<file path="src/rtl/axil_csr_bank_if.sv">
// AXI4-Lite slave channel bundle for axil_csr_bank.
interface axil_csr_bank_if #(
  parameter int ADDR_WIDTH = 8,
  parameter int DATA_WIDTH = 32
);
  logic [ADDR_WIDTH-1:0]   awaddr;
  logic [2:0]              awprot;
  logic                    awvalid;
  logic                    awready;
  logic [DATA_WIDTH-1:0]   wdata;
  logic [DATA_WIDTH/8-1:0] wstrb;
  logic                    wvalid;
  logic                    wready;
  logic [1:0]              bresp;
  logic                    bvalid;
  logic                    bready;
  logic [ADDR_WIDTH-1:0]   araddr;
  logic [2:0]              arprot;
  logic                    arvalid;
  logic                    arready;
  logic [DATA_WIDTH-1:0]   rdata;
  logic [1:0]              rresp;
  logic                    rvalid;
  logic                    rready;

  modport master (
    output awaddr, awprot, awvalid, input awready,
    output wdata, wstrb, wvalid, input wready,
    input bresp, bvalid, output bready,
    output araddr, arprot, arvalid, input arready,
    input rdata, rresp, rvalid, output rready
  );

  modport slave (
    input awaddr, awprot, awvalid, output awready,
    input wdata, wstrb, wvalid, output wready,
    output bresp, bvalid, input bready,
    input araddr, arprot, arvalid, output arready,
    output rdata, rresp, rvalid, input rready
  );
endinterface

</file>
<file path="src/rtl/axil_csr_bank.sv">
// axil_csr_bank: parametrised AXI4-Lite CSR bank with RW, RO and W1C registers.
// Optional feature macro: AXIL_CSR_BANK_IRQ_EN enables W1C registers and the irq output;
// when undefined, W1C registers behave as RW and irq is tied low.
module axil_csr_bank #(
  parameter int                             NUM_REGS    = 16,
  parameter int                             DATA_WIDTH  = 32,
  parameter int                             ADDR_WIDTH  = 8,
  parameter logic [NUM_REGS-1:0]            RO_MASK     = '0,
  parameter logic [NUM_REGS-1:0]            W1C_MASK    = '0,
  parameter logic [NUM_REGS*DATA_WIDTH-1:0] RESET_VALUE = '0,
  parameter int                             IRQ_EN_IDX  = NUM_REGS-1
) (
  input  logic                           clk,
  input  logic                           rst_n,
  axil_csr_bank_if.slave                 s_axil,
  output logic [NUM_REGS*DATA_WIDTH-1:0] reg_out,
  input  logic [NUM_REGS*DATA_WIDTH-1:0] reg_in,
  input  logic [NUM_REGS-1:0]            reg_in_we,
  output logic [NUM_REGS-1:0]            reg_wr_pulse,
  output logic [NUM_REGS-1:0]            reg_rd_pulse,
  output logic                           irq
);
  localparam int STRB_WIDTH = DATA_WIDTH/8;
  localparam int BSHIFT     = $clog2(STRB_WIDTH);
  localparam int IW         = ADDR_WIDTH - BSHIFT;
  localparam logic [1:0] RESP_OKAY   = 2'b00;
  localparam logic [1:0] RESP_SLVERR = 2'b10;

`ifdef AXIL_CSR_BANK_IRQ_EN
  localparam logic [NUM_REGS-1:0] W1C_EFF = W1C_MASK;
`else
  localparam logic [NUM_REGS-1:0] W1C_EFF = '0;
`endif

  logic [DATA_WIDTH-1:0] regs [NUM_REGS];
  logic                  live;
  logic                  aw_full, w_full;
  logic [IW-1:0]         aw_idx;
  logic [DATA_WIDTH-1:0] w_data;
  logic [STRB_WIDTH-1:0] w_strb;
  logic                  bvalid_q, rvalid_q;
  logic [1:0]            bresp_q, rresp_q;
  logic [DATA_WIDTH-1:0] rdata_q;

  logic                  aw_fire, w_fire, ar_fire, commit;
  logic [IW-1:0]         ar_idx;
  logic [NUM_REGS-1:0]   aw_hit, ar_hit, wr_sel;
  logic [DATA_WIDTH-1:0] ar_data, bmask, wr_bits;
  logic                  unused_bits;

  assign s_axil.awready = live && !aw_full;
  assign s_axil.wready  = live && !w_full;
  assign s_axil.arready = live && (!rvalid_q || s_axil.rready);
  assign s_axil.bvalid  = bvalid_q;
  assign s_axil.bresp   = bresp_q;
  assign s_axil.rvalid  = rvalid_q;
  assign s_axil.rresp   = rresp_q;
  assign s_axil.rdata   = rdata_q;

  assign aw_fire = s_axil.awvalid && s_axil.awready;
  assign w_fire  = s_axil.wvalid && s_axil.wready;
  assign ar_fire = s_axil.arvalid && s_axil.arready;
  assign commit  = aw_full && w_full && (!bvalid_q || s_axil.bready);
  assign ar_idx  = s_axil.araddr[ADDR_WIDTH-1:BSHIFT];
  assign wr_bits = w_data & bmask;
  assign reg_rd_pulse = ar_fire ? ar_hit : '0;

  assign unused_bits = ^{s_axil.awprot, s_axil.arprot, s_axil.awaddr[BSHIFT-1:0],
                         s_axil.araddr[BSHIFT-1:0], reg_in_we & RO_MASK};

  // Decode held write index and read index; out-of-range leaves the hit vector empty
  always_comb begin
    aw_hit  = '0;
    ar_hit  = '0;
    ar_data = '0;
    for (int unsigned r = 0; r < NUM_REGS; r++) begin
      if (32'(aw_idx) == r) aw_hit[r] = 1'b1;
      if (32'(ar_idx) == r) begin
        ar_hit[r] = 1'b1;
        ar_data   = regs[r];
      end
    end
    wr_sel = commit ? (aw_hit & ~RO_MASK) : '0;
  end

  // Expand write strobes to a bit mask and flatten the register array
  always_comb begin
    bmask   = '0;
    reg_out = '0;
    for (int unsigned b = 0; b < STRB_WIDTH; b++) bmask[b*8 +: 8] = {8{w_strb[b]}};
    for (int unsigned r = 0; r < NUM_REGS; r++) reg_out[r*DATA_WIDTH +: DATA_WIDTH] = regs[r];
  end

  // AW/W holding registers, B response, R response and ready enable
  always_ff @(posedge clk or negedge rst_n) begin
    if (!rst_n) begin
      live     <= 1'b0;
      aw_full  <= 1'b0;
      w_full   <= 1'b0;
      aw_idx   <= '0;
      w_data   <= '0;
      w_strb   <= '0;
      bvalid_q <= 1'b0;
      bresp_q  <= RESP_OKAY;
      rvalid_q <= 1'b0;
      rresp_q  <= RESP_OKAY;
      rdata_q  <= '0;
    end else begin
      live <= 1'b1;
      if (aw_fire) begin
        aw_full <= 1'b1;
        aw_idx  <= s_axil.awaddr[ADDR_WIDTH-1:BSHIFT];
      end else if (commit) begin
        aw_full <= 1'b0;
      end
      if (w_fire) begin
        w_full <= 1'b1;
        w_data <= s_axil.wdata;
        w_strb <= s_axil.wstrb;
      end else if (commit) begin
        w_full <= 1'b0;
      end
      if (commit) begin
        bvalid_q <= 1'b1;
        bresp_q  <= (|wr_sel) ? RESP_OKAY : RESP_SLVERR;
      end else if (s_axil.bready) begin
        bvalid_q <= 1'b0;
      end
      if (ar_fire) begin
        rvalid_q <= 1'b1;
        rdata_q  <= ar_data;
        rresp_q  <= (|ar_hit) ? RESP_OKAY : RESP_SLVERR;
      end else if (s_axil.rready) begin
        rvalid_q <= 1'b0;
      end
    end
  end

  // Register storage: RO samples reg_in, W1C set beats PS clear, RW PS commit beats PL load
  always_ff @(posedge clk or negedge rst_n) begin
    if (!rst_n) begin
      for (int unsigned r = 0; r < NUM_REGS; r++)
        regs[r] <= (RO_MASK[r] || W1C_EFF[r]) ? '0 : RESET_VALUE[r*DATA_WIDTH +: DATA_WIDTH];
      reg_wr_pulse <= '0;
    end else begin
      for (int unsigned r = 0; r < NUM_REGS; r++) begin
        if (RO_MASK[r])
          regs[r] <= reg_in[r*DATA_WIDTH +: DATA_WIDTH];
        else if (W1C_EFF[r])
          regs[r] <= (regs[r] & ~(wr_sel[r] ? wr_bits : '0))
                   | (reg_in_we[r] ? reg_in[r*DATA_WIDTH +: DATA_WIDTH] : '0);
        else if (wr_sel[r])
          regs[r] <= (regs[r] & ~bmask) | wr_bits;
        else if (reg_in_we[r])
          regs[r] <= reg_in[r*DATA_WIDTH +: DATA_WIDTH];
      end
      reg_wr_pulse <= wr_sel;
    end
  end

`ifdef AXIL_CSR_BANK_IRQ_EN
  logic [DATA_WIDTH-1:0] w1c_or;

  // Merge all W1C event registers into one pending vector
  always_comb begin
    w1c_or = '0;
    for (int unsigned r = 0; r < NUM_REGS; r++)
      if (W1C_EFF[r]) w1c_or = w1c_or | regs[r];
  end

  // Registered level interrupt from pending events masked by the enable register
  always_ff @(posedge clk or negedge rst_n) begin
    if (!rst_n) irq <= 1'b0;
    else        irq <= |(w1c_or & regs[IRQ_EN_IDX]);
  end
`else
  assign irq = 1'b0;
`endif
endmodule
</file>
<file path="src/flat_wrapper.sv">
// flat-port wrapper written by rule: the top's interface ports become plain ports
module axil_csr_bank_flat 
#(
  parameter int                             NUM_REGS    = 16,
  parameter int                             DATA_WIDTH  = 32,
  parameter int                             ADDR_WIDTH  = 8,
  parameter logic [NUM_REGS-1:0]            RO_MASK     = '0,
  parameter logic [NUM_REGS-1:0]            W1C_MASK    = '0,
  parameter logic [NUM_REGS*DATA_WIDTH-1:0] RESET_VALUE = '0,
  parameter int                             IRQ_EN_IDX  = NUM_REGS-1
)
  (clk, rst_n, reg_out, reg_in, reg_in_we, reg_wr_pulse, reg_rd_pulse, irq, s_axil_awaddr, s_axil_awprot, s_axil_awvalid, s_axil_awready, s_axil_wdata, s_axil_wstrb, s_axil_wvalid, s_axil_wready, s_axil_bresp, s_axil_bvalid, s_axil_bready, s_axil_araddr, s_axil_arprot, s_axil_arvalid, s_axil_arready, s_axil_rdata, s_axil_rresp, s_axil_rvalid, s_axil_rready);
  axil_csr_bank_if #(.ADDR_WIDTH(ADDR_WIDTH), .DATA_WIDTH(DATA_WIDTH)) s_axil_i ();
  input  logic clk;
  input  logic rst_n;
  output logic [NUM_REGS*DATA_WIDTH-1:0] reg_out;
  input  logic [NUM_REGS*DATA_WIDTH-1:0] reg_in;
  input  logic [NUM_REGS-1:0] reg_in_we;
  output logic [NUM_REGS-1:0] reg_wr_pulse;
  output logic [NUM_REGS-1:0] reg_rd_pulse;
  output logic irq;
  input wire logic [$bits(s_axil_i.awaddr)-1:0] s_axil_awaddr;
  input wire logic [$bits(s_axil_i.awprot)-1:0] s_axil_awprot;
  input wire logic [$bits(s_axil_i.awvalid)-1:0] s_axil_awvalid;
  output wire logic [$bits(s_axil_i.awready)-1:0] s_axil_awready;
  input wire logic [$bits(s_axil_i.wdata)-1:0] s_axil_wdata;
  input wire logic [$bits(s_axil_i.wstrb)-1:0] s_axil_wstrb;
  input wire logic [$bits(s_axil_i.wvalid)-1:0] s_axil_wvalid;
  output wire logic [$bits(s_axil_i.wready)-1:0] s_axil_wready;
  output wire logic [$bits(s_axil_i.bresp)-1:0] s_axil_bresp;
  output wire logic [$bits(s_axil_i.bvalid)-1:0] s_axil_bvalid;
  input wire logic [$bits(s_axil_i.bready)-1:0] s_axil_bready;
  input wire logic [$bits(s_axil_i.araddr)-1:0] s_axil_araddr;
  input wire logic [$bits(s_axil_i.arprot)-1:0] s_axil_arprot;
  input wire logic [$bits(s_axil_i.arvalid)-1:0] s_axil_arvalid;
  output wire logic [$bits(s_axil_i.arready)-1:0] s_axil_arready;
  output wire logic [$bits(s_axil_i.rdata)-1:0] s_axil_rdata;
  output wire logic [$bits(s_axil_i.rresp)-1:0] s_axil_rresp;
  output wire logic [$bits(s_axil_i.rvalid)-1:0] s_axil_rvalid;
  input wire logic [$bits(s_axil_i.rready)-1:0] s_axil_rready;
  assign s_axil_i.awaddr = s_axil_awaddr;
  assign s_axil_i.awprot = s_axil_awprot;
  assign s_axil_i.awvalid = s_axil_awvalid;
  assign s_axil_awready = s_axil_i.awready;
  assign s_axil_i.wdata = s_axil_wdata;
  assign s_axil_i.wstrb = s_axil_wstrb;
  assign s_axil_i.wvalid = s_axil_wvalid;
  assign s_axil_wready = s_axil_i.wready;
  assign s_axil_bresp = s_axil_i.bresp;
  assign s_axil_bvalid = s_axil_i.bvalid;
  assign s_axil_i.bready = s_axil_bready;
  assign s_axil_i.araddr = s_axil_araddr;
  assign s_axil_i.arprot = s_axil_arprot;
  assign s_axil_i.arvalid = s_axil_arvalid;
  assign s_axil_arready = s_axil_i.arready;
  assign s_axil_rdata = s_axil_i.rdata;
  assign s_axil_rresp = s_axil_i.rresp;
  assign s_axil_rvalid = s_axil_i.rvalid;
  assign s_axil_i.rready = s_axil_rready;
  axil_csr_bank #(.NUM_REGS(NUM_REGS), .DATA_WIDTH(DATA_WIDTH), .ADDR_WIDTH(ADDR_WIDTH), .RO_MASK(RO_MASK), .W1C_MASK(W1C_MASK), .RESET_VALUE(RESET_VALUE), .IRQ_EN_IDX(IRQ_EN_IDX)) u_core (.clk(clk), .rst_n(rst_n), .s_axil(s_axil_i), .reg_out(reg_out), .reg_in(reg_in), .reg_in_we(reg_in_we), .reg_wr_pulse(reg_wr_pulse), .reg_rd_pulse(reg_rd_pulse), .irq(irq));
endmodule
</file>
<file path="config.mk">
export PLATFORM = sky130hd
export DESIGN_NAME = axil_csr_bank_flat
export DESIGN_NICKNAME = d
export VERILOG_FILES = /design/src/rtl/axil_csr_bank_if.sv /design/src/rtl/axil_csr_bank.sv /design/src/flat_wrapper.sv
export SDC_FILE = /design/constraint.sdc
export NUM_CORES = 1
export LEC_CHECK = 0
export CORE_AREA = 5 5 453 455
export DETAILED_ROUTE_END_ITERATION = 8
export DIE_AREA = 0 0 458 460
export PLACE_DENSITY = 0.38
export SLEW_MARGIN = 15
export SYNTH_ARGS = -nofsm -noshare
export SYNTH_HDL_FRONTEND = slang
export SYNTH_SLANG_ARGS = --single-unit
</file>
<file path="constraint.sdc">
create_clock -name clk -period 5.1 [get_ports clk]
set_input_delay 0.765 -clock clk [delete_from_list [all_inputs] [get_ports clk]]
set_output_delay 0.765 -clock clk [all_outputs]
set_load 0.1 [all_outputs]
</file>
==> impl_results.html, run 1 <==
<table>
<tr><th>Metric</th><th>Value</th></tr>
<tr><th colspan="2">Clocking</th></tr>
<tr><td># hold bufs at CTS</td><td>0</td></tr>
<tr><td>CTS root buffer</td><td>sky130_fd_sc_hd__clkbuf_16</td></tr>
<tr><td>H-tree level count</td><td>3</td></tr>
<tr><td>Buffer levels on the longest clock path</td><td>3</td></tr>
<tr><td>Post-CTS setup buffer count</td><td>0</td></tr>
<tr><td>Skew-Pair Late Insertion Delay</td><td>0.71 ns</td></tr>
<tr><td>Clock edge transition at the registers on the reported setup and hold paths</td><td>0.06 ns</td></tr>
<tr><td>Clock tree from TritonCTS</td><td>built</td></tr>
<tr><td>PostCTS Resize Cnt</td><td>0</td></tr>
<tr><td>Number of sinks handled by clock tree synthesis</td><td>609</td></tr>
<tr><td>Inserted Clock Buffers</td><td>86</td></tr>
<tr><th colspan="2">Power and ir drop</th></tr>
<tr><td>Switching power</td><td>10.9 mW</td></tr>
<tr><td>Switching part of the total</td><td>48.4%</td></tr>
<tr><td>Worst supply voltage drop on vdd</td><td>222 uV</td></tr>
<tr><td>P_leak</td><td>17.5 nW</td></tr>
<tr><td>Sequential cell fraction of total power</td><td>28.3%</td></tr>
<tr><td>Cell-internal power</td><td>11.6 mW</td></tr>
<tr><td>Power Density</td><td>464 mW/mm^2</td></tr>
<tr><td>Part of the power in combinational logic</td><td>42.2%</td></tr>
<tr><td>Clock network power share</td><td>29.5%</td></tr>
<tr><th colspan="2">Run</th></tr>
<tr><td>MaxCap Viol Count</td><td>0</td></tr>
<tr><th colspan="2">Setup path</th></tr>
<tr><td>Crit path DAT</td><td>3.62 ns</td></tr>
<tr><td>Kind of start point of the critical path</td><td>input port</td></tr>
<tr><td>Worst Path Max Fanout</td><td>15</td></tr>
<tr><td>Kind of end point of the critical path</td><td>output port</td></tr>
<tr><td>Required @ worst endpoint</td><td>4.34 ns</td></tr>
<tr><td>Reg2Reg Launch Point</td><td>u_core.aw_idx[0]</td></tr>
<tr><td>Setup slack on the worst flop-to-flop path</td><td>1.64 ns</td></tr>
<tr><td>Critical Setup Path Class</td><td>in -&gt; out</td></tr>
<tr><td>Reg2reg path depth</td><td>5</td></tr>
<tr><th colspan="2">Cells and area</th></tr>
<tr><td>Post-route cell area</td><td>0.0486 sq mm</td></tr>
<tr><td>Storage element area</td><td>0.0152 sq mm</td></tr>
<tr><td>Net total in the final layout</td><td>4,417</td></tr>
<tr><td>Synth-to-Final Area Change</td><td>59.0%</td></tr>
<tr><td>Multi-input gate area</td><td>0.0142 sq mm</td></tr>
<tr><td>Count of filler cells inserted in the layout</td><td>21,400</td></tr>
<tr><td>Share of post-route cells with drive strength above 1</td><td>14.8%</td></tr>
<tr><th colspan="2">Logic synthesis</th></tr>
<tr><td>Most frequently used cell type in the post-synthesis netlist</td><td>sky130_fd_sc_hd__dfrtp_1</td></tr>
<tr><td>Synth top area cells</td><td>sky130_fd_sc_hd__dfrtp_1 50%, sky130_fd_sc_hd__o221a_1 19%, sky130_fd_sc_hd__nand2_1 7.2%</td></tr>
<tr><td>Number of instances in the synthesized netlist</td><td>2,714</td></tr>
<tr><td>Average size of a mapped cell</td><td>11.3 sq um</td></tr>
<tr><td>Share of cell area taken by muxes after synthesis</td><td>7.32%</td></tr>
<tr><td>Area share of xor/xnor cells in the synthesized design</td><td>0%</td></tr>
<tr><td>Top cell types by occurrence after synthesis</td><td>609 x sky130_fd_sc_hd__dfrtp_1, 588 x sky130_fd_sc_hd__nand2_1, 512 x sky130_fd_sc_hd__o221a_1</td></tr>
<tr><td>Most used DFF post-synth</td><td>sky130_fd_sc_hd__dfrtp_1</td></tr>
<tr><td>Fraction of the mapped netlist area in adder cells</td><td>0%</td></tr>
<tr><td>Share of flip-flops with an asynchronous set or reset after synthesis</td><td>100%</td></tr>
<tr><td>Top cell type by total area after synthesis</td><td>sky130_fd_sc_hd__dfrtp_1</td></tr>
<tr><td>Post-synthesis share of cell area spent on and, or, nand and nor gates</td><td>11.3%</td></tr>
<tr><td>Number of distinct library cell variants in the gate-level netlist after synthesis</td><td>69</td></tr>
<tr><td>Synthesized area</td><td>0.0305 sq mm</td></tr>
<tr><td>Number of synthesized flops with an enable pin</td><td>0</td></tr>
<tr><td>Largest family of logic cells by synthesized area</td><td>compound AO/OA/AOI/OAI gates</td></tr>
<tr><td>Part of the Yosys area used for sequential elements</td><td>49.9%</td></tr>
<tr><td>Post-synthesis compound-gate area fraction</td><td>27.2%</td></tr>
<tr><td>Flops &amp; latches, synth</td><td>609</td></tr>
<tr><td>Top cell type's share of synthesized area</td><td>49.9%</td></tr>
<tr><td>Synth warnings</td><td>0</td></tr>
<tr><th colspan="2">STA</th></tr>
<tr><td>Sum of negative setup slack</td><td>0 ns</td></tr>
<tr><td>Actual transition at the worst max-transition pin</td><td>1.34 ns</td></tr>
<tr><td>Final Hold Fails</td><td>0</td></tr>
<tr><td>Ratio of final minimum period to clock period</td><td>85.9%</td></tr>
<tr><td>Final worst path period need</td><td>4.38 ns</td></tr>
<tr><td>Worst clock skew</td><td>0.0254 ns</td></tr>
<tr><td>Number of pins with negative max-slew slack in the final report</td><td>0</td></tr>
<tr><td>Achievable clock frequency</td><td>228 MHz</td></tr>
<tr><td>Setup violation total in the final timing report</td><td>0</td></tr>
<tr><td>Setup repair after global routing missed its margin</td><td>no</td></tr>
<tr><td>Max_slew headroom</td><td>10.3%</td></tr>
<tr><th colspan="2">Floorplanning</th></tr>
<tr><td>FP Rows</td><td>165</td></tr>
<tr><td>Total die area</td><td>0.211 sq mm</td></tr>
<tr><td>Core region area</td><td>0.201 sq mm</td></tr>
<tr><td>Starting density of the core</td><td>15.2%</td></tr>
<tr><td>Die Ht</td><td>460 um</td></tr>
<tr><td>Num ports</td><td>1,179</td></tr>
<tr><td>DIE WIDTH</td><td>458 um</td></tr>
<tr><th colspan="2">Global routing</th></tr>
<tr><td>First-pass GRT wire length</td><td>345,000 um</td></tr>
<tr><td>Pin count of the biggest net entering global routing</td><td>103</td></tr>
<tr><td>Number of global-route vias before repair</td><td>31,200</td></tr>
<tr><td>Number of antenna violations at the first check in global routing</td><td>71</td></tr>
<tr><td>Total grt overflow</td><td>0</td></tr>
<tr><td>GRT Overall Usage</td><td>24.6%</td></tr>
<tr><th colspan="2">Routing</th></tr>
<tr><td>Routed Antenna Nets</td><td>0</td></tr>
<tr><td>Number of design-rule violations left by the first detailed-router iteration</td><td>2,905</td></tr>
<tr><td>First drt pass iteration count</td><td>5</td></tr>
<tr><td>DRC violations left</td><td>0</td></tr>
<tr><td>Routed WL</td><td>271,000 um</td></tr>
<tr><td>Total via count in the routed design</td><td>31,300</td></tr>
<tr><td>Post-DR wirelength/cell</td><td>41.0 um</td></tr>
<tr><td>Per-cell via count in the routed design</td><td>4.74</td></tr>
<tr><th colspan="2">Place</th></tr>
<tr><td>Cell Area, Placed</td><td>0.0454 sq mm</td></tr>
<tr><td>Final estimated routing congestion in global placement</td><td>0.878</td></tr>
<tr><td>Number of I/O port buffers</td><td>1,165</td></tr>
<tr><td>Sum of net half-perimeters after detailed placement</td><td>216,000 um</td></tr>
<tr><th colspan="2">Status</th></tr>
<tr><td>Status</td><td>finished, final reports clean</td></tr>
<tr><th colspan="2">Worst hold path</th></tr>
<tr><td>Type of the tightest min-delay check</td><td>in -&gt; async</td></tr>
</table>
-- per-stage QoR --
stage	worst slack [ns]	std cells	power [mW]	utilization (%)	hold slack [ns]
floorplan	0.479	2716	11.3	-	0.469
global placement	0.713	6408	15.9	22.6	0.484
detailed placement	0.687	6408	15.9	22.6	0.483
CTS	0.681	6566	22.7	24.1	0.0428
global route	0.661	6587	23.1	24.1	0.0611
finish	0.720	6610	22.5	24.2	0.0714
-- worst max-delay path by stage --
stage,from,to,cells past startpoint
6_report,s_axil_araddr[6],reg_rd_pulse[13],6
5_1_grt,s_axil_araddr[6],reg_rd_pulse[13],6
4_1_cts,s_axil_araddr[7],reg_rd_pulse[13],6
3_5_place_dp,s_axil_araddr[7],reg_rd_pulse[13],6
3_3_place_gp,s_axil_araddr[7],reg_rd_pulse[13],6
2_1_floorplan,s_axil_araddr[5],reg_rd_pulse[10],5
-- critical path: stages --
cell and delay, ns:
sky130_fd_sc_hd__clkdlybuf4s50_1 0.61, sky130_fd_sc_hd__nor2_4 0.41, sky130_fd_sc_hd__and3_2 0.49, sky130_fd_sc_hd__nand2_1 0.41
sky130_fd_sc_hd__nor2_1 0.64, sky130_fd_sc_hd__buf_12 0.26
-- routing by layer --
layer | track usage, % | vias to the layer above | routed length [um]
met5 | 0 | - | 210
met4 | 6.57 | 32 | 7120
met3 | 9.10 | 284 | 26600
met2 | 37.7 | 1774 | 119000
met1 | 32.6 | 16400 | 118000
li1 | - | 12800 | -
-- power by group through the flow --
stage	sequential, mW	combinational (mW)	clock (mW)
floorplan	9.38	1.96	0
CTS	6.36	9.51	6.79
finish	6.38	9.50	6.63
detailed placement	6.43	9.49	0
global route	6.43	9.70	6.95
global placement	6.43	9.48	0
-- layout make-up --
class / count / area share [%]
Timing Repair Buffer: 1278 / 25.8
Antenna cell: 44 / 0.227
Clock buffer: 131 / 5.36
Multi-Input combinational cell: 1828 / 29.3
Tap cell: 2672 / 6.89
Sequential cell: 609 / 31.4
Clock inverter: 27 / 0.837
Inverter: 21 / 0.173
-- cell families (layout without fill, tap and decap cells) --
group,after synthesis,after routing
compound gates,848,848
buf+inv,279,1457
flops,609,609
mux,184,184
other cells,2,48
simple gates,792,792
-- cell usage in the layout, fill, tap and decap left out, types with 25 or more instances in the layout --
cell,netlist,routed
sky130_fd_sc_hd__nor2b_1,56,25
sky130_fd_sc_hd__a21oi_1,31,31
sky130_fd_sc_hd__o221ai_1,56,56
sky130_fd_sc_hd__clkbuf_8,0,26
sky130_fd_sc_hd__buf_12,0,26
sky130_fd_sc_hd__mux2_2,46,46
sky130_fd_sc_hd__nand2_1,588,581
sky130_fd_sc_hd__o21a_1,32,32
sky130_fd_sc_hd__clkbuf_16,0,87
sky130_fd_sc_hd__o211ai_1,26,26
sky130_fd_sc_hd__o21ai_1,34,34
sky130_fd_sc_hd__mux4_2,25,25
sky130_fd_sc_hd__mux2i_1,94,94
sky130_fd_sc_hd__nor2_1,63,61
sky130_fd_sc_hd__o221a_1,512,512
sky130_fd_sc_hd__a31oi_1,27,26
sky130_fd_sc_hd__buf_4,13,214
sky130_fd_sc_hd__clkdlybuf4s50_1,0,1034
sky130_fd_sc_hd__dfrtp_1,609,609
sky130_fd_sc_hd__diode_2,0,44
Power figures use the tool's default switching activity.
==> run 2, diff against run 1 <==
Settings changed: GPL_TIMING_DRIVEN from default to 0.
==> run 2 against run 1 <==
Critical endpoint is now reg_rd_pulse[12]. Largest cell class unchanged. Via count grew 2.2%. Clock skew grew 0.027 ns. Global-route usage grew 2.3 points. Sequential power is essentially flat. Largest power group unchanged. Flip-flop and latch count is the same. Sequential share of layout area is essentially flat. Clock-buffer cell count shrank 4. Final area grew 0.13%. Non-clock buffer count grew 159. Combinational power is essentially flat.
==> impl_results.html, run 2 (same netlist as run 1, synthesis figures left out) <==
<table>
<tr><th>Metric</th><th>Value</th></tr>
<tr><th colspan="2">Power and ir drop</th></tr>
<tr><td>P_leak</td><td>17.5 nW (about the same)</td></tr>
<tr><td>Power Density</td><td>461 mW/mm^2 (-0.66%)</td></tr>
<tr><td>Worst supply voltage drop on vdd</td><td>266 uV (+20%)</td></tr>
<tr><th colspan="2">Clocking</th></tr>
<tr><td>Clock tree from TritonCTS</td><td>built</td></tr>
<tr><td>Clock edge transition at the registers on the reported setup and hold paths</td><td>0.06 ns (about the same)</td></tr>
<tr><td>Skew-Pair Late Insertion Delay</td><td>0.75 ns (+0.04 ns)</td></tr>
<tr><td>Number of sinks handled by clock tree synthesis</td><td>609 (unchanged)</td></tr>
<tr><td>Buffer levels on the longest clock path</td><td>3 (unchanged)</td></tr>
<tr><td>CTS root buffer</td><td>sky130_fd_sc_hd__clkbuf_16</td></tr>
<tr><td>H-tree level count</td><td>3 (unchanged)</td></tr>
<tr><td>Inserted Clock Buffers</td><td>86 (unchanged)</td></tr>
<tr><th colspan="2">Floorplanning</th></tr>
<tr><td>Starting density of the core</td><td>15.2% (unchanged)</td></tr>
<tr><td>Num ports</td><td>1,179 (unchanged)</td></tr>
<tr><td>Total die area</td><td>0.211 sq mm (unchanged)</td></tr>
<tr><td>FP Rows</td><td>165 (unchanged)</td></tr>
<tr><td>Core region area</td><td>0.201 sq mm (unchanged)</td></tr>
<tr><td>DIE WIDTH</td><td>458 um (unchanged)</td></tr>
<tr><td>Die Ht</td><td>460 um (unchanged)</td></tr>
<tr><th colspan="2">Setup path</th></tr>
<tr><td>Kind of end point of the critical path</td><td>output port</td></tr>
<tr><td>Worst Path Max Fanout</td><td>10 (-5)</td></tr>
<tr><td>Reg2reg path depth</td><td>4 (-1)</td></tr>
<tr><td>Crit path DAT</td><td>4.30 ns (+0.68 ns)</td></tr>
<tr><td>Required @ worst endpoint</td><td>4.34 ns (about the same)</td></tr>
<tr><td>Setup slack on the worst flop-to-flop path</td><td>1.51 ns (-0.13 ns)</td></tr>
<tr><td>Delay of the slowest cell on the worst path</td><td>1.15 ns (+0.51 ns)</td></tr>
<tr><td>CP max-delay cell</td><td>sky130_fd_sc_hd__clkdlybuf4s50_1</td></tr>
<tr><td>Kind of start point of the critical path</td><td>input port</td></tr>
<tr><td>Worst-path cell chain</td><td>clkdlybuf4s50_1 &gt; nor2_4 &gt; and3_1 &gt; buf_2 &gt; nand2_1 &gt; buf_2 &gt; nor2_1 &gt; clkdlybuf4s50_1</td></tr>
<tr><td>Critical Setup Path Class</td><td>in -&gt; out</td></tr>
<tr><td>Reg2Reg Launch Point</td><td>u_core.w_strb[3]</td></tr>
<tr><td>Cell class contributing the biggest share of worst-path delay</td><td>buffers and inverters</td></tr>
<tr><td>Number of buffers and inverters on the critical path</td><td>4 (+2)</td></tr>
<tr><th colspan="2">Place</th></tr>
<tr><td>Pre-CTS setup slack</td><td>-0.700 ns (-1.39 ns)</td></tr>
<tr><td>Final estimated routing congestion in global placement</td><td>0.919 (+4.6%)</td></tr>
<tr><td># placed instances</td><td>6,564 (+2.4%)</td></tr>
<tr><td>Cell Area, Placed</td><td>0.0456 sq mm (+0.42%)</td></tr>
<tr><td>Number of I/O port buffers</td><td>1,164 (-0.086%)</td></tr>
<tr><td>Sum of net half-perimeters after detailed placement</td><td>246,000 um (+14%)</td></tr>
<tr><th colspan="2">Routing</th></tr>
<tr><td>Routed WL</td><td>294,000 um (+8.6%)</td></tr>
<tr><td>First drt pass iteration count</td><td>5 (unchanged)</td></tr>
<tr><td>Number of design-rule violations left by the first detailed-router iteration</td><td>2,950 (+1.5%)</td></tr>
<tr><td>Per-cell via count in the routed design</td><td>4.74 (-0.15%)</td></tr>
<tr><td>DRC violations left</td><td>0 (unchanged)</td></tr>
<tr><td>Post-DR wirelength/cell</td><td>43.5 um (+6.1%)</td></tr>
<tr><td>Total via count in the routed design</td><td>32,000 (+2.2%)</td></tr>
<tr><td>Routed Antenna Nets</td><td>0 (unchanged)</td></tr>
<tr><th colspan="2">STA</th></tr>
<tr><td>Setup violation total in the final timing report</td><td>0 (unchanged)</td></tr>
<tr><td>Setup repair after global routing missed its margin</td><td>no</td></tr>
<tr><td>Ratio of final minimum period to clock period</td><td>99.3% (+13 points)</td></tr>
<tr><td>Number of pins with negative max-slew slack in the final report</td><td>0 (unchanged)</td></tr>
<tr><td>Max_slew headroom</td><td>14.1% (+3.8 points)</td></tr>
<tr><td>Actual transition at the worst max-transition pin</td><td>1.28 ns (-0.0562 ns)</td></tr>
<tr><td>Final worst path period need</td><td>5.06 ns (+0.683 ns)</td></tr>
<tr><td>Final Hold Fails</td><td>0 (unchanged)</td></tr>
<tr><td>Setup slack of the critical path after layout</td><td>0.0370 ns (-0.683 ns)</td></tr>
<tr><td>Achievable clock frequency</td><td>198 MHz (-13%)</td></tr>
<tr><td>Worst clock skew</td><td>0.0523 ns (+0.0269 ns)</td></tr>
<tr><th colspan="2">Worst hold path</th></tr>
<tr><td>WHS Path Cells</td><td>2</td></tr>
<tr><td>Hold path startpoint</td><td>u_core.s_axil.rresp[1]</td></tr>
<tr><td>Endpoint, Worst Hold</td><td>u_core.s_axil.rresp[1]</td></tr>
<tr><td>Type of the tightest min-delay check</td><td>reg -&gt; reg</td></tr>
<tr><th colspan="2">Global routing</th></tr>
<tr><td>Total grt overflow</td><td>0 (unchanged)</td></tr>
<tr><td>Layer carrying the most global-route usage</td><td>met2</td></tr>
<tr><td>Met3 Track Usage GR</td><td>8.70% (-0.40 points)</td></tr>
<tr><td>GRT Overall Usage</td><td>26.9% (+2.3 points)</td></tr>
<tr><td>Global routing met2 resource utilization</td><td>43.7% (+6.0 points)</td></tr>
<tr><td>Pin count of the biggest net entering global routing</td><td>90 (-13%)</td></tr>
<tr><td>Number of global-route vias before repair</td><td>32,400 (+3.8%)</td></tr>
<tr><td>Routing usage on met1</td><td>33.8% (+1.2 points)</td></tr>
<tr><td>Number of antenna violations at the first check in global routing</td><td>98 (+38%)</td></tr>
<tr><td>First-pass GRT wire length</td><td>370,000 um (+7.2%)</td></tr>
<tr><th colspan="2">Cells and area</th></tr>
<tr><td>Most common library cell in the layout ignoring fill and taps</td><td>sky130_fd_sc_hd__clkdlybuf4s50_1</td></tr>
<tr><td>Share of post-route cells with drive strength above 1</td><td>12.8% (-2.0 points)</td></tr>
<tr><td>Net total in the final layout</td><td>4,576 (+3.6%)</td></tr>
<tr><td>Count of filler cells inserted in the layout</td><td>21,600 (+0.96%)</td></tr>
<tr><td>Final cell count without fillers</td><td>6,765 (+2.3%)</td></tr>
<tr><td>Post-route cell area</td><td>0.0486 sq mm (+0.13%)</td></tr>
<tr><td>Multi-input gate area</td><td>0.0141 sq mm (-1.2%)</td></tr>
<tr><td>Synth-to-Final Area Change</td><td>59.2%</td></tr>
<tr><td>Storage element area</td><td>0.0152 sq mm (unchanged)</td></tr>
<tr><td>Most used cells in the layout excluding fill and tap cells</td><td>1,090 x sky130_fd_sc_hd__clkdlybuf4s50_1, 609 x sky130_fd_sc_hd__dfrtp_1, 588 x sky130_fd_sc_hd__nand2_1</td></tr>
<tr><th colspan="2">Run</th></tr>
<tr><td>MaxCap Viol Count</td><td>0 (unchanged)</td></tr>
<tr><th colspan="2">Status</th></tr>
<tr><td>Status</td><td>finished, final reports clean</td></tr>
</table>
run 2: stage by stage:
| step | utilization [%] | TNS (ns) | hold WS, ns | power, mW |
|---|---|---|---|---|
| 2_1_floorplan | - | 0 | 0.469 | 11.3 |
| 3_3_place_gp | 22.7 | - | 0.480 | 16.0 |
| 3_5_place_dp | 22.7 | -3.98 | 0.476 | 16.0 |
| 4_1_cts | 24.2 | 0 | 0.490 | 22.6 |
| 5_1_grt | 24.2 | 0 | 0.525 | 23.0 |
| 6_report | 24.2 | 0 | 0.492 | 22.4 |
run 2: metal layers:
layer	vias to the layer above	part of all wire (%)
met4	44	3.3
met5	-	0.099
li1	13200	-
met2	1778	46
met1	16700	41
met3	356	9.0
run 2: worst min-delay path, cell delays in order, from the launching register on:
cell,delay [ns]
sky130_fd_sc_hd__dfrtp_1,0.35
sky130_fd_sc_hd__nand2_1,0.05
sky130_fd_sc_hd__o21ai_0,0.06
run 2: worst max-delay path by stage:
stage,startpoint,to,slack (ns),depth (start not counted)
floorplan,s_axil_araddr[5],reg_rd_pulse[10],0.48,5
global placement,rst_n,u_core.w_data[5],-28.93,1
detailed placement,s_axil_araddr[2],reg_rd_pulse[5],-0.70,9
CTS,s_axil_araddr[2],reg_rd_pulse[11],0.009,7
global route,s_axil_araddr[7],reg_rd_pulse[12],0.003,8
finish,s_axil_araddr[7],reg_rd_pulse[12],0.04,8
run 2: power breakdown:
part	total, mW	switching [mW]	internal (mW)
Sequential	6.35	0.885	5.47
Clock	6.52	2.67	3.85
Combinational	9.52	7.41	2.10
run 2: timing repair:
| action | 4_1_cts | 5_1_grt |
|---|---|---|
| hold buffers | 1 | 0 |
| endpoints found under the setup margin | 14 | 2 |
| buffers inserted | 2 | 0 |
| gates resized for setup | 32 | 5 |
| hold endpoints to repair | 56 | 0 |
| pin swaps | 1 | 0 |
run 2: final cells by class:
cell class              instances  share of cell area, %
flip-flops and latches        609                   31.3
multi-input cells            1828                   29.0
repair buffers               1179                   23.9
well taps                    2672                   6.88
clock buffers                 127                   5.18
plain buffers                 258                   2.53
clock inverters                24                  0.749
diodes                         47                  0.242
inverters                      21                  0.172
==> run 3, diff against run 2 <==
Settings changed: CORE_AREA 5 5 453 455 to 5 5 462 464, DIE_AREA 0 0 458 460 to 0 0 467 469, PLACE_DENSITY 0.38 to 0.37.
==> run 3 against run 2 <==
Utilization fell by 0.90 points. Via count barely moved. Critical path depth fell by 1. Largest cell class unchanged. First-iteration DRC count rose by 3.3%. Maximum frequency fell by 0.12%. Power fell by 0.95%. Sequential power barely moved. Clock power fell by 3.8%.
==> impl_results.html, run 3 (same netlist as run 1, synthesis figures left out) <==
<table>
<tr><th>Metric</th><th>Value</th></tr>
<tr><th colspan="2">Floorplanning</th></tr>
<tr><td>Total die area</td><td>0.219 sq mm (+4.0%)</td></tr>
<tr><td>Starting density of the core</td><td>14.6% (-0.57 points)</td></tr>
<tr><td>Die Ht</td><td>469 um (+2.0%)</td></tr>
<tr><td>DIE WIDTH</td><td>467 um (+2.0%)</td></tr>
<tr><td>Core region area</td><td>0.209 sq mm (+3.9%)</td></tr>
<tr><td>Num ports</td><td>1,179 (unchanged)</td></tr>
<tr><td>FP Rows</td><td>168 (+1.8%)</td></tr>
<tr><th colspan="2">Global routing</th></tr>
<tr><td>Number of antenna violations at the first check in global routing</td><td>108 (+10%)</td></tr>
<tr><td>First-pass GRT wire length</td><td>374,000 um (+1.0%)</td></tr>
<tr><td>Number of global-route vias before repair</td><td>32,700 (+0.93%)</td></tr>
<tr><td>Pin count of the biggest net entering global routing</td><td>88 (-2.2%)</td></tr>
<tr><td>Total grt overflow</td><td>0 (unchanged)</td></tr>
<tr><td>GRT Overall Usage</td><td>26.3% (-0.55 points)</td></tr>
<tr><th colspan="2">Clocking</th></tr>
<tr><td>Number of sinks handled by clock tree synthesis</td><td>609 (unchanged)</td></tr>
<tr><td>Clock edge transition at the registers on the reported setup and hold paths</td><td>0.06 ns (about the same)</td></tr>
<tr><td>Inserted Clock Buffers</td><td>85 (-1.2%)</td></tr>
<tr><td>CTS root buffer</td><td>sky130_fd_sc_hd__clkbuf_16</td></tr>
<tr><td>Skew-Pair Late Insertion Delay</td><td>0.73 ns (-0.02 ns)</td></tr>
<tr><td>Post-CTS setup buffer count</td><td>0 (-2)</td></tr>
<tr><td>Buffer levels on the longest clock path</td><td>3 (unchanged)</td></tr>
<tr><td>H-tree level count</td><td>3 (unchanged)</td></tr>
<tr><td>Clock tree from TritonCTS</td><td>built</td></tr>
<tr><th colspan="2">Cells and area</th></tr>
<tr><td>Share of post-route cells with drive strength above 1</td><td>12.7% (-0.080 points)</td></tr>
<tr><td>Most used cells in the layout excluding fill and tap cells</td><td>1,087 x sky130_fd_sc_hd__clkdlybuf4s50_1, 609 x sky130_fd_sc_hd__dfrtp_1, 588 x sky130_fd_sc_hd__nand2_1</td></tr>
<tr><td>Post-route cell area</td><td>0.0486 sq mm (about the same)</td></tr>
<tr><td>Synth-to-Final Area Change</td><td>59.3% (about the same)</td></tr>
<tr><td>Most common library cell in the layout ignoring fill and taps</td><td>sky130_fd_sc_hd__clkdlybuf4s50_1</td></tr>
<tr><td>Net total in the final layout</td><td>4,571 (-0.11%)</td></tr>
<tr><th colspan="2">STA</th></tr>
<tr><td>Actual transition at the worst max-transition pin</td><td>1.29 ns (+0.00166 ns)</td></tr>
<tr><td>Setup violation total in the final timing report</td><td>0 (unchanged)</td></tr>
<tr><td>Sum of negative setup slack</td><td>0 ns (unchanged)</td></tr>
<tr><td>Final worst path period need</td><td>5.07 ns (+0.00588 ns)</td></tr>
<tr><td>Setup repair after global routing missed its margin</td><td>no</td></tr>
<tr><td>Final Hold Fails</td><td>0 (unchanged)</td></tr>
<tr><td>Max_slew headroom</td><td>14.0% (-0.11 points)</td></tr>
<tr><td>Number of pins with negative max-slew slack in the final report</td><td>0 (unchanged)</td></tr>
<tr><td>Achievable clock frequency</td><td>197 MHz (-0.12%)</td></tr>
<tr><td>Hold Worst Slack</td><td>0.478 ns (-0.0138 ns)</td></tr>
<tr><td>Worst clock skew</td><td>0.0364 ns (-0.0159 ns)</td></tr>
<tr><td>Ratio of final minimum period to clock period</td><td>99.4% (+0.12 points)</td></tr>
<tr><th colspan="2">Worst hold path</th></tr>
<tr><td>Endpoint, Worst Hold</td><td>u_core.s_axil.rresp[1]</td></tr>
<tr><td>Hold path startpoint</td><td>u_core.s_axil.rresp[1]</td></tr>
<tr><td>WHS Path Cells</td><td>2 (unchanged)</td></tr>
<tr><td>Type of the tightest min-delay check</td><td>reg -&gt; reg</td></tr>
<tr><th colspan="2">Setup path</th></tr>
<tr><td>Number of buffers and inverters on the critical path</td><td>3 (-1)</td></tr>
<tr><td>CP max-delay cell</td><td>sky130_fd_sc_hd__dlygate4sd2_1</td></tr>
<tr><td>Critical Setup Path Class</td><td>in -&gt; out</td></tr>
<tr><td>Delay of the slowest cell on the worst path</td><td>0.99 ns (-0.16 ns)</td></tr>
<tr><td>Reg2reg path depth</td><td>6 (+2)</td></tr>
<tr><td>Worst Path Max Fanout</td><td>10 (unchanged)</td></tr>
<tr><td>Reg2Reg Launch Point</td><td>u_core.w_strb[2]</td></tr>
<tr><td>Cell class contributing the biggest share of worst-path delay</td><td>buffers and inverters</td></tr>
<tr><td>Required @ worst endpoint</td><td>4.34 ns (about the same)</td></tr>
<tr><td>Crit path DAT</td><td>4.30 ns (about the same)</td></tr>
<tr><td>Setup slack on the worst flop-to-flop path</td><td>1.24 ns (-0.27 ns)</td></tr>
<tr><td>Kind of start point of the critical path</td><td>input port</td></tr>
<tr><td>Worst-path cell chain</td><td>clkdlybuf4s50_1 &gt; nand2b_1 &gt; and3_1 &gt; clkbuf_1 &gt; nand2_1 &gt; nor2_1 &gt; dlygate4sd2_1</td></tr>
<tr><td>Kind of end point of the critical path</td><td>output port</td></tr>
<tr><th colspan="2">Power and ir drop</th></tr>
<tr><td>P_leak</td><td>17.5 nW (-0.39%)</td></tr>
<tr><td>Power Density</td><td>456 mW/mm^2 (-1.0%)</td></tr>
<tr><td>Worst supply voltage drop on vdd</td><td>272 uV (+2.4%)</td></tr>
<tr><th colspan="2">Routing</th></tr>
<tr><td>Post-DR wirelength/cell</td><td>43.6 um (about the same)</td></tr>
<tr><td>Per-cell via count in the routed design</td><td>4.65 (-1.8%)</td></tr>
<tr><td>DRC violations left</td><td>0 (unchanged)</td></tr>
<tr><td>Total via count in the routed design</td><td>32,000 (+0.019%)</td></tr>
<tr><td>Number of design-rule violations left by the first detailed-router iteration</td><td>3,046 (+3.3%)</td></tr>
<tr><td>Routed WL</td><td>300,000 um (+2.0%)</td></tr>
<tr><td>Routed Antenna Nets</td><td>0 (unchanged)</td></tr>
<tr><td>First drt pass iteration count</td><td>7 (+2)</td></tr>
<tr><th colspan="2">Place</th></tr>
<tr><td>Cell Area, Placed</td><td>0.0458 sq mm (+0.32%)</td></tr>
<tr><td>Sum of net half-perimeters after detailed placement</td><td>251,000 um (+2.0%)</td></tr>
<tr><td>Number of I/O port buffers</td><td>1,164 (unchanged)</td></tr>
<tr><td>Final estimated routing congestion in global placement</td><td>0.896 (-2.5%)</td></tr>
<tr><th colspan="2">Status</th></tr>
<tr><td>Status</td><td>finished, final reports clean</td></tr>
<tr><th colspan="2">Run</th></tr>
<tr><td>MaxCap Viol Count</td><td>0 (unchanged)</td></tr>
</table>
run 3: cell count changes in the layout (fill, tap and decap cells not counted), moves of 2 or more:
cell / delta
sky130_fd_sc_hd__bufinv_16: -3
sky130_fd_sc_hd__clkinv_2: -4
sky130_fd_sc_hd__clkdlybuf4s50_1: -3
sky130_fd_sc_hd__clkinvlp_4: +3
sky130_fd_sc_hd__clkbuf_16: -2
sky130_fd_sc_hd__clkdlybuf4s15_2: +2
sky130_fd_sc_hd__buf_6: -2
sky130_fd_sc_hd__clkbuf_2: +3
sky130_fd_sc_hd__buf_4: -2
run 3: worst max-delay path by stage:
stage	start	endpoint	slack, ns	depth (start not counted)
4_1_cts	s_axil_rready	reg_rd_pulse[3]	0.01	7
5_1_grt	s_axil_araddr[7]	reg_rd_pulse[14]	0.01	8
6_report	s_axil_rready	reg_rd_pulse[3]	0.03	7
3_5_place_dp	s_axil_araddr[2]	reg_rd_pulse[5]	-0.62	9
2_1_floorplan	s_axil_araddr[5]	reg_rd_pulse[10]	0.48	5
3_3_place_gp	rst_n	async pin	-29.05	1
run 3: power breakdown:
| part | internal, mW | leakage, nW | switching, mW |
|---|---|---|---|
| Sequential | 5.47 | 6.91 | 0.870 |
| Combinational | 2.10 | 9.22 | 7.47 |
| Clock | 3.66 | 1.33 | 2.62 |
| Total | 11.2 | 17.5 | 11.0 |
run 3: area by class of cell:
class	count	area (sq um)
diodes	48	120
plain buffers	258	1230
clock buffers	130	2500
clock inverters	19	268
fillers	22600	160000
inverters	21	83.8
multi-input cells	1828	14100
flip-flops and latches	609	15200
well taps	2805	3510
repair buffers	1175	11600
run 3: repair_timing:
action / in CTS / in global routing
gates resized for setup: 37 / 2
hold endpoints to repair: 27 / 0
hold buffers: 1 / 0
setup endpoints to repair: 13 / 4
run 3: layer usage:
metal	GRT usage, %	wire (um)	vias to the layer above
met5	0	235	-
met4	9.16	10500	36
met3	8.32	26100	378
met2	43.0	139000	1790
met1	32.7	124000	16700
li1	-	-	13100
run 3: metrics by stage:
stage               setup WS, ns  util, %  power, mW  cells
floorplan                  0.479        -       11.3   2716
global placement          -29.05     21.9       16.0   6685
detailed placement        -0.624     21.9       16.0   6695
CTS                      0.00953     23.3       22.4   6845
global route              0.0142     23.3       22.8   6875
finish                    0.0311     23.3       22.2   6893
run 3: worst reg2reg max path: cells and delay by family (launching register included):
family | cells | cell delay (ns)
buf+inv | 3 | 2.73
compound gates | 1 | 0.15
flops | 1 | 0.44
simple gates | 2 | 0.39
